<file path="config.mk">
export PLATFORM = sky130hd
export DESIGN_NAME = regfile_wb_arbiter
export DESIGN_NICKNAME = d
export VERILOG_FILES = /design/src/rtl/cpu_pkg.sv /design/src/rtl/wb_fifo.sv /design/src/rtl/regfile_wb_arbiter.sv
export SDC_FILE = /design/constraint.sdc
export NUM_CORES = 1
export LEC_CHECK = 0
export CAP_MARGIN = 10
export CORE_MARGIN = 5
export CORE_UTILIZATION = 54
export DETAILED_ROUTE_END_ITERATION = 8
export GPL_TIMING_DRIVEN = 0
export PLACE_DENSITY = 0.8
export SYNTH_ARGS = -nofsm -noshare
export SYNTH_HDL_FRONTEND = slang
export SYNTH_SLANG_ARGS = --single-unit
</file>
<file path="constraint.sdc">
create_clock -name clk -period 4.5 [get_ports clk]
set_input_delay 0.45 -clock clk [delete_from_list [all_inputs] [get_ports clk]]
set_output_delay 0.45 -clock clk [all_outputs]
set_load 0.01 [all_outputs]
</file>
<file path="src/rtl/cpu_pkg.sv">
// Shared register-file write-side types and constants.
package cpu_pkg;

  localparam logic [3:0] REG_PC   = 4'd15;
  localparam int         NUM_REGS = 15;

  typedef struct packed {
    logic [3:0]  wa;
    logic [31:0] wd;
  } wb_req_t;

endpackage

</file>
<file path="src/rtl/wb_fifo.sv">
// In-order queue of multicycle writeback requests.
// With WB_SCOREBOARD_EN defined, it also exports the storage array and a
// per-slot valid vector so the parent can build the pending-write scoreboard.
module wb_fifo
  import cpu_pkg::*;
#(
  parameter  int DEPTH = 4,
  localparam int PW    = $clog2(DEPTH),
  localparam int CW    = PW + 1
) (
  input  logic          clk,
  input  logic          reset,
  input  logic          push,
  input  logic          pop,
  input  wb_req_t       din,
  output wb_req_t       dout,
  output logic          full,
  output logic          empty,
  output logic [CW-1:0] count
`ifdef WB_SCOREBOARD_EN
  ,
  output logic [DEPTH-1:0] entry_valid,
  output wb_req_t          entries [DEPTH]
`endif
);

  wb_req_t       mem_q [DEPTH];
  logic [PW-1:0] rd_ptr_q, rd_ptr_d;
  logic [PW-1:0] wr_ptr_q, wr_ptr_d;
  logic [CW-1:0] count_q, count_d;
  logic          do_push, do_pop;

  assign full    = (count_q == CW'(DEPTH));
  assign empty   = (count_q == '0);
  assign count   = count_q;
  assign dout    = mem_q[rd_ptr_q];
  assign do_push = push && !full;
  assign do_pop  = pop && !empty;

  // Pointer and occupancy next-state; pointers wrap naturally at DEPTH.
  always_comb begin
    rd_ptr_d = rd_ptr_q + PW'(do_pop);
    wr_ptr_d = wr_ptr_q + PW'(do_push);
    count_d  = count_q + CW'(do_push) - CW'(do_pop);
  end

  // Control state with synchronous reset; a reset discards all queued entries.
  always_ff @(posedge clk) begin
    if (reset) begin
      rd_ptr_q <= '0;
      wr_ptr_q <= '0;
      count_q  <= '0;
    end else begin
      rd_ptr_q <= rd_ptr_d;
      wr_ptr_q <= wr_ptr_d;
      count_q  <= count_d;
    end
  end

  // Entry storage; contents are only meaningful below the occupancy count.
  always_ff @(posedge clk) begin
    if (do_push && !reset) begin
      mem_q[wr_ptr_q] <= din;
    end
  end

`ifdef WB_SCOREBOARD_EN
  // A slot is live when its distance from the read pointer is below count.
  always_comb begin
    logic [PW-1:0] off;
    entry_valid = '0;
    for (int i = 0; i < DEPTH; i++) begin
      off            = PW'(i) - rd_ptr_q;
      entry_valid[i] = ({1'b0, off} < count_q);
      entries[i]     = mem_q[i];
    end
  end
`endif

endmodule

</file>
<file path="src/rtl/regfile_wb_arbiter.sv">
// Register-file write-port arbiter: pipeline writeback has absolute priority,
// multicycle results queue in wb_fifo and drain into idle slots. Writes to the
// PC (r15) are dropped. A starvation counter raises a one-cycle wb_hold
// request when queued results have waited STARVE_LIMIT cycles.
// Optional feature macro: WB_SCOREBOARD_EN exports the pending-write vector.
module regfile_wb_arbiter
  import cpu_pkg::*;
#(
  parameter int DEPTH        = 4,
  parameter int STARVE_LIMIT = 8
) (
  input  logic        clk,
  input  logic        reset,
  input  logic        a_we,
  input  logic [3:0]  a_wa,
  input  logic [31:0] a_wd,
  input  logic        b_valid,
  output logic        b_ready,
  input  logic [3:0]  b_wa,
  input  logic [31:0] b_wd,
  output logic        we3,
  output logic [3:0]  wa3,
  output logic [31:0] wd3,
  output logic        wb_hold
`ifdef WB_SCOREBOARD_EN
  ,
  output logic [NUM_REGS-1:0] pending
`endif
);

  localparam int              CW         = $clog2(DEPTH) + 1;
  localparam int              SW         = $clog2(STARVE_LIMIT + 1);
  localparam logic [SW-1:0]   STARVE_MAX = SW'(STARVE_LIMIT);

  logic          fifo_full, fifo_empty, fifo_push, pop;
  logic [CW-1:0] fifo_count;
  wb_req_t       fifo_head;
  logic          a_ok, starved;

  logic          we3_q, we3_d;
  logic [3:0]    wa3_q, wa3_d;
  logic [31:0]   wd3_q, wd3_d;
  logic          hold_q, hold_d;
  logic [SW-1:0] starve_q, starve_d, starve_inc;

  assign a_ok      = a_we && (a_wa != REG_PC);
  assign b_ready   = !reset && !fifo_full;
  assign fifo_push = b_valid && b_ready && (b_wa != REG_PC);
  assign pop       = !a_ok && !fifo_empty;
  assign starved   = (fifo_count != '0) && !pop;

  assign we3     = we3_q;
  assign wa3     = wa3_q;
  assign wd3     = wd3_q;
  assign wb_hold = hold_q;

`ifdef WB_SCOREBOARD_EN
  logic [DEPTH-1:0] entry_valid;
  wb_req_t          entries [DEPTH];
`endif

  wb_fifo #(.DEPTH(DEPTH)) u_fifo (
    .clk         (clk),
    .reset       (reset),
    .push        (fifo_push),
    .pop         (pop),
    .din         ('{wa: b_wa, wd: b_wd}),
    .dout        (fifo_head),
    .full        (fifo_full),
    .empty       (fifo_empty),
    .count       (fifo_count)
`ifdef WB_SCOREBOARD_EN
    ,
    .entry_valid (entry_valid),
    .entries     (entries)
`endif
  );

  // Issue select: pipeline write, else FIFO head, else idle with address/data held.
  always_comb begin
    we3_d = 1'b0;
    wa3_d = wa3_q;
    wd3_d = wd3_q;
    if (a_ok) begin
      we3_d = 1'b1;
      wa3_d = a_wa;
      wd3_d = a_wd;
    end else if (!fifo_empty) begin
      we3_d = 1'b1;
      wa3_d = fifo_head.wa;
      wd3_d = fifo_head.wd;
    end
  end

  // Starvation tracking: reaching the limit fires one hold pulse and restarts the count.
  always_comb begin
    starve_inc = starve_q + 1'b1;
    starve_d   = '0;
    hold_d     = 1'b0;
    if (starved) begin
      if (starve_inc == STARVE_MAX) begin
        hold_d = 1'b1;
      end else begin
        starve_d = starve_inc;
      end
    end
  end

  // Registered write port, hold request and starvation count.
  always_ff @(posedge clk) begin
    if (reset) begin
      we3_q    <= 1'b0;
      wa3_q    <= '0;
      wd3_q    <= '0;
      hold_q   <= 1'b0;
      starve_q <= '0;
    end else begin
      we3_q    <= we3_d;
      wa3_q    <= wa3_d;
      wd3_q    <= wd3_d;
      hold_q   <= hold_d;
      starve_q <= starve_d;
    end
  end

`ifdef WB_SCOREBOARD_EN
  // Pending bit per register for every live queued entry.
  always_comb begin
    pending = '0;
    for (int i = 0; i < DEPTH; i++) begin
      if (entry_valid[i] && (entries[i].wa != REG_PC)) begin
        pending[entries[i].wa] = 1'b1;
      end
    end
  end
`endif

endmodule
</file>
==> impl_results.md <==
- Outcome: finished clean
- Crit end category: register
- DR WL/cell: 21.87 µm
- Chip Height: 129.8 µm
- Die Wd: 129.8 µm
- Clk Tree Root Cell: clkbuf_16
- First-pass GRT wire length: 27080 µm
- Global placer's final weighted congestion: 0.7954
- Worst min path class: register to register
- DRC: 0
- Pwr Total: 4.746 mW
- Count of final hold-check violations: 0
- Share of cells above drive strength 1: 20.61%
- Starting density of the core: 55.38%
- Core area: 13990 µm²
- CP max FO: 10
- Worst-Margin Slew: 996.6 ps
- Longest Clk Path Bufs: 2
- Final net count: 688
- First drt pass iteration count: 5
- Syn Inst Count: 463
- Final WS setup: 1900 ps
- Max-Cap Viols: 0
- Post-CTS resize count: 0
- Area share of the largest cell type after synthesis: 55.82%
- Post-route ant nets: 0
- Critical Path Start: b_wa[3]
- Via count: 4708
- Placed Cells: 769
- Cell area after layout: 9789 µm²
- Fin cells: 801
- DP Area: 9273 µm²
- Worst skew pair latency: 430 ps
- Synthesized area: 7746 µm²
- Max-slew headroom: 33.20%
- Routed wire length: 17520 µm
- Area contributors post-synth: edfxtp_1, dfxtp_1, mux4_2, a221oi_2, a22oi_1
- Hold Buf Count CTS: 0
- Endpoints failing setup: 0
- Placed wire-length estimate: 12130 µm
- Vias in the first global route: 5122
- Fin crit share: 57.77%
- Grt ovf: 0
- Arrival time at the worst endpoint: 2740 ps
- Post-layout min period: 2600 ps
- Syn_nets: 543
- Worst Skew: 4.753 ps
- Area leader, netlist: edfxtp_1
- CP Launch Type: input pin
- Unrepaired setup endpoints after global routing: false
- Pre-CTS WS: 1474 ps
- Max Clock Freq: 384.7 MHz
- Area of the die: 16840 µm²
- Area delta synth->final: 26.38%
- PD cells: 484.8 nW/µm²
- Worst flop-to-flop path startpoint: u_fifo.count[1]$_SDFF_PP0_
- Top-level I/O count: 115
- Clock transition at the registers of the reported paths: 60 ps
- LEAKAGE: 3.376 nW
- Setup bufs post-CTS: 0
- Synth Warn #: 0
- Initial antenna violation count: 0
- Max-slew violations: 0
- CTS tree: built
- Total track usage: 21.78%
- WS Path Type: input pin to register
- Worst vdd ir: 0.3202 mV
- Req. time, crit path: 4640 ps
- Register area share after synthesis: 68.49%
- Clock sink count: 193
- Synth Register Bits: 193
- Via density: 5.878
- H-tree lvl count: 4
- Multi-input combinational cell area: 2103 µm²
- Util after Layout: 69.98%
- Hold wc startpoint: wa3[2]$_SDFFE_PP0P_
- PortBufs: 113
- Largest net degree at the start of global routing: 17
- 1st-iter DRT viols: 355
- Ant. Diodes: 0
- Syn avg cell area: 16.73 µm²
- Fill count: 918
- Netlist cell types: 40
- Number of placement rows: 43
- Reg area: 5305 µm²
- CTS Buf Count: 17
cell type report:
| cell class | instances | share of cell area, % |
|---|---|---|
| well taps | 180 | 2.301 |
| clock buffers | 21 | 4.601 |
| inverters | 39 | 1.495 |
| flip-flops and latches | 193 | 54.19 |
| clock inverters | 11 | 0.6774 |
| multi-input cells | 199 | 21.49 |
| repair buffers | 126 | 13.09 |
| plain buffers | 32 | 2.160 |
power by group:
| part | switching, mW | internal [mW] | leakage [nW] |
|---|---|---|---|
| sequential | 0.0790 | 2.06 | 1.71 |
| combinational | 0.654 | 0.622 | 1.43 |
| clock | 0.619 | 0.711 | 0.234 |
| total | 1.35 | 3.39 | 3.38 |
cells in the final DEF (no fill, tap or decap), types with 15 or more instances in the layout:
cell,netlist,final
edfxtp_1,144,144
clkdlybuf4s50_1,0,113
a22oi_1,32,32
buf_6,5,17
mux4_2,33,33
inv_1,39,39
dfxtp_1,49,49
clkbuf_1,12,15
a221oi_2,28,28
nand2_1,42,42
clkbuf_16,0,17
kinds of logic after synthesis:
group / after synthesis / share of synthesized area [%]
adder cells (fa/ha/maj): 4 / 0.7431
AND/OR/NAND/NOR: 74 / 4.620
XOR/XNOR: 3 / 0.3393
buffers and inverters: 71 / 4.620
multiplexers: 39 / 11.05
AO/OA/AOI/OAI: 79 / 10.14
flip-flops: 193 / 68.49
cell usage after synthesis:
library cell,instances
nand2_1,42
nor3_1,7
inv_1,39
clkbuf_1,12
mux4_2,33
a21o_1,1
o21ai_0,4
ha_1,3
a221oi_1,4
buf_1,2
and2_1,3
a221oi_2,28
nand2b_1,1
buf_12,2
nand3b_1,1
nor3b_1,1
a22oi_1,32
or3_1,1
dfxtp_1,49
mux2_2,2
nor3_2,1
nand4b_1,1
xor2_1,1
buf_6,5
or3b_2,1
fa_1,1
nand4_1,3
edfxtp_1,144
a21oi_1,4
a21bo_2,1
nor2b_1,4
mux2_1,1
nor2_1,7
nand4_4,1
buf_4,3
xnor2_1,2
a31oi_1,4
a211oi_1,1
mux4_1,3
buf_2,8
layer usage:
metal / global-route usage [%] / wire, µm / vias to the layer above
met3: 4.421 / 934 / 21
met4: 7.579 / 308 / 0
li1: - / - / 2105
met2: 38.49 / 9519 / 165
met5: 0 / 0 / -
met1: 26.82 / 6757 / 2417
worst max-delay path, cell delays in order:
cell and delay (ps):
clkdlybuf4s50_1 520, nand4_1 160, nand4_1 320, nor3_2 860
buf_8 240, buf_6 180
path summary, 6_finish.rpt:
check / end / slack (ps) / cells after the start
hold / removal: wa3[2]$_SDFFE_PP0P_ / 480 / 2
setup / recovery: u_fifo.mem_q[1][25]$_DFFE_PP_ / 1900 / 6
setup reg to reg: u_fifo.mem_q[1][25]$_DFFE_PP_ / 1950 / 5
hold reg to reg: wa3[2]$_SDFFE_PP0P_ / 480 / 2
state kept, by name, indices dropped and copies added, names as in the netlist:
signal,cells
u_fifo.wr_ptr_q,2
wb_hold,1
u_fifo.rd_ptr_q,2
we3,1
wd3,32
wa3,4
starve_q,4
u_fifo.mem_q,144
u_fifo.count,3
per-stage QoR:
stage          setup TNS, ps  hold WS [ps]
2_1_floorplan              0         459.8
3_3_place_gp         -242690         464.1
3_5_place_dp               0         466.2
4_1_cts                    0         475.5
5_1_grt                    0         518.8
6_report                   0         476.4
Power figures use the tool's default switching activity.
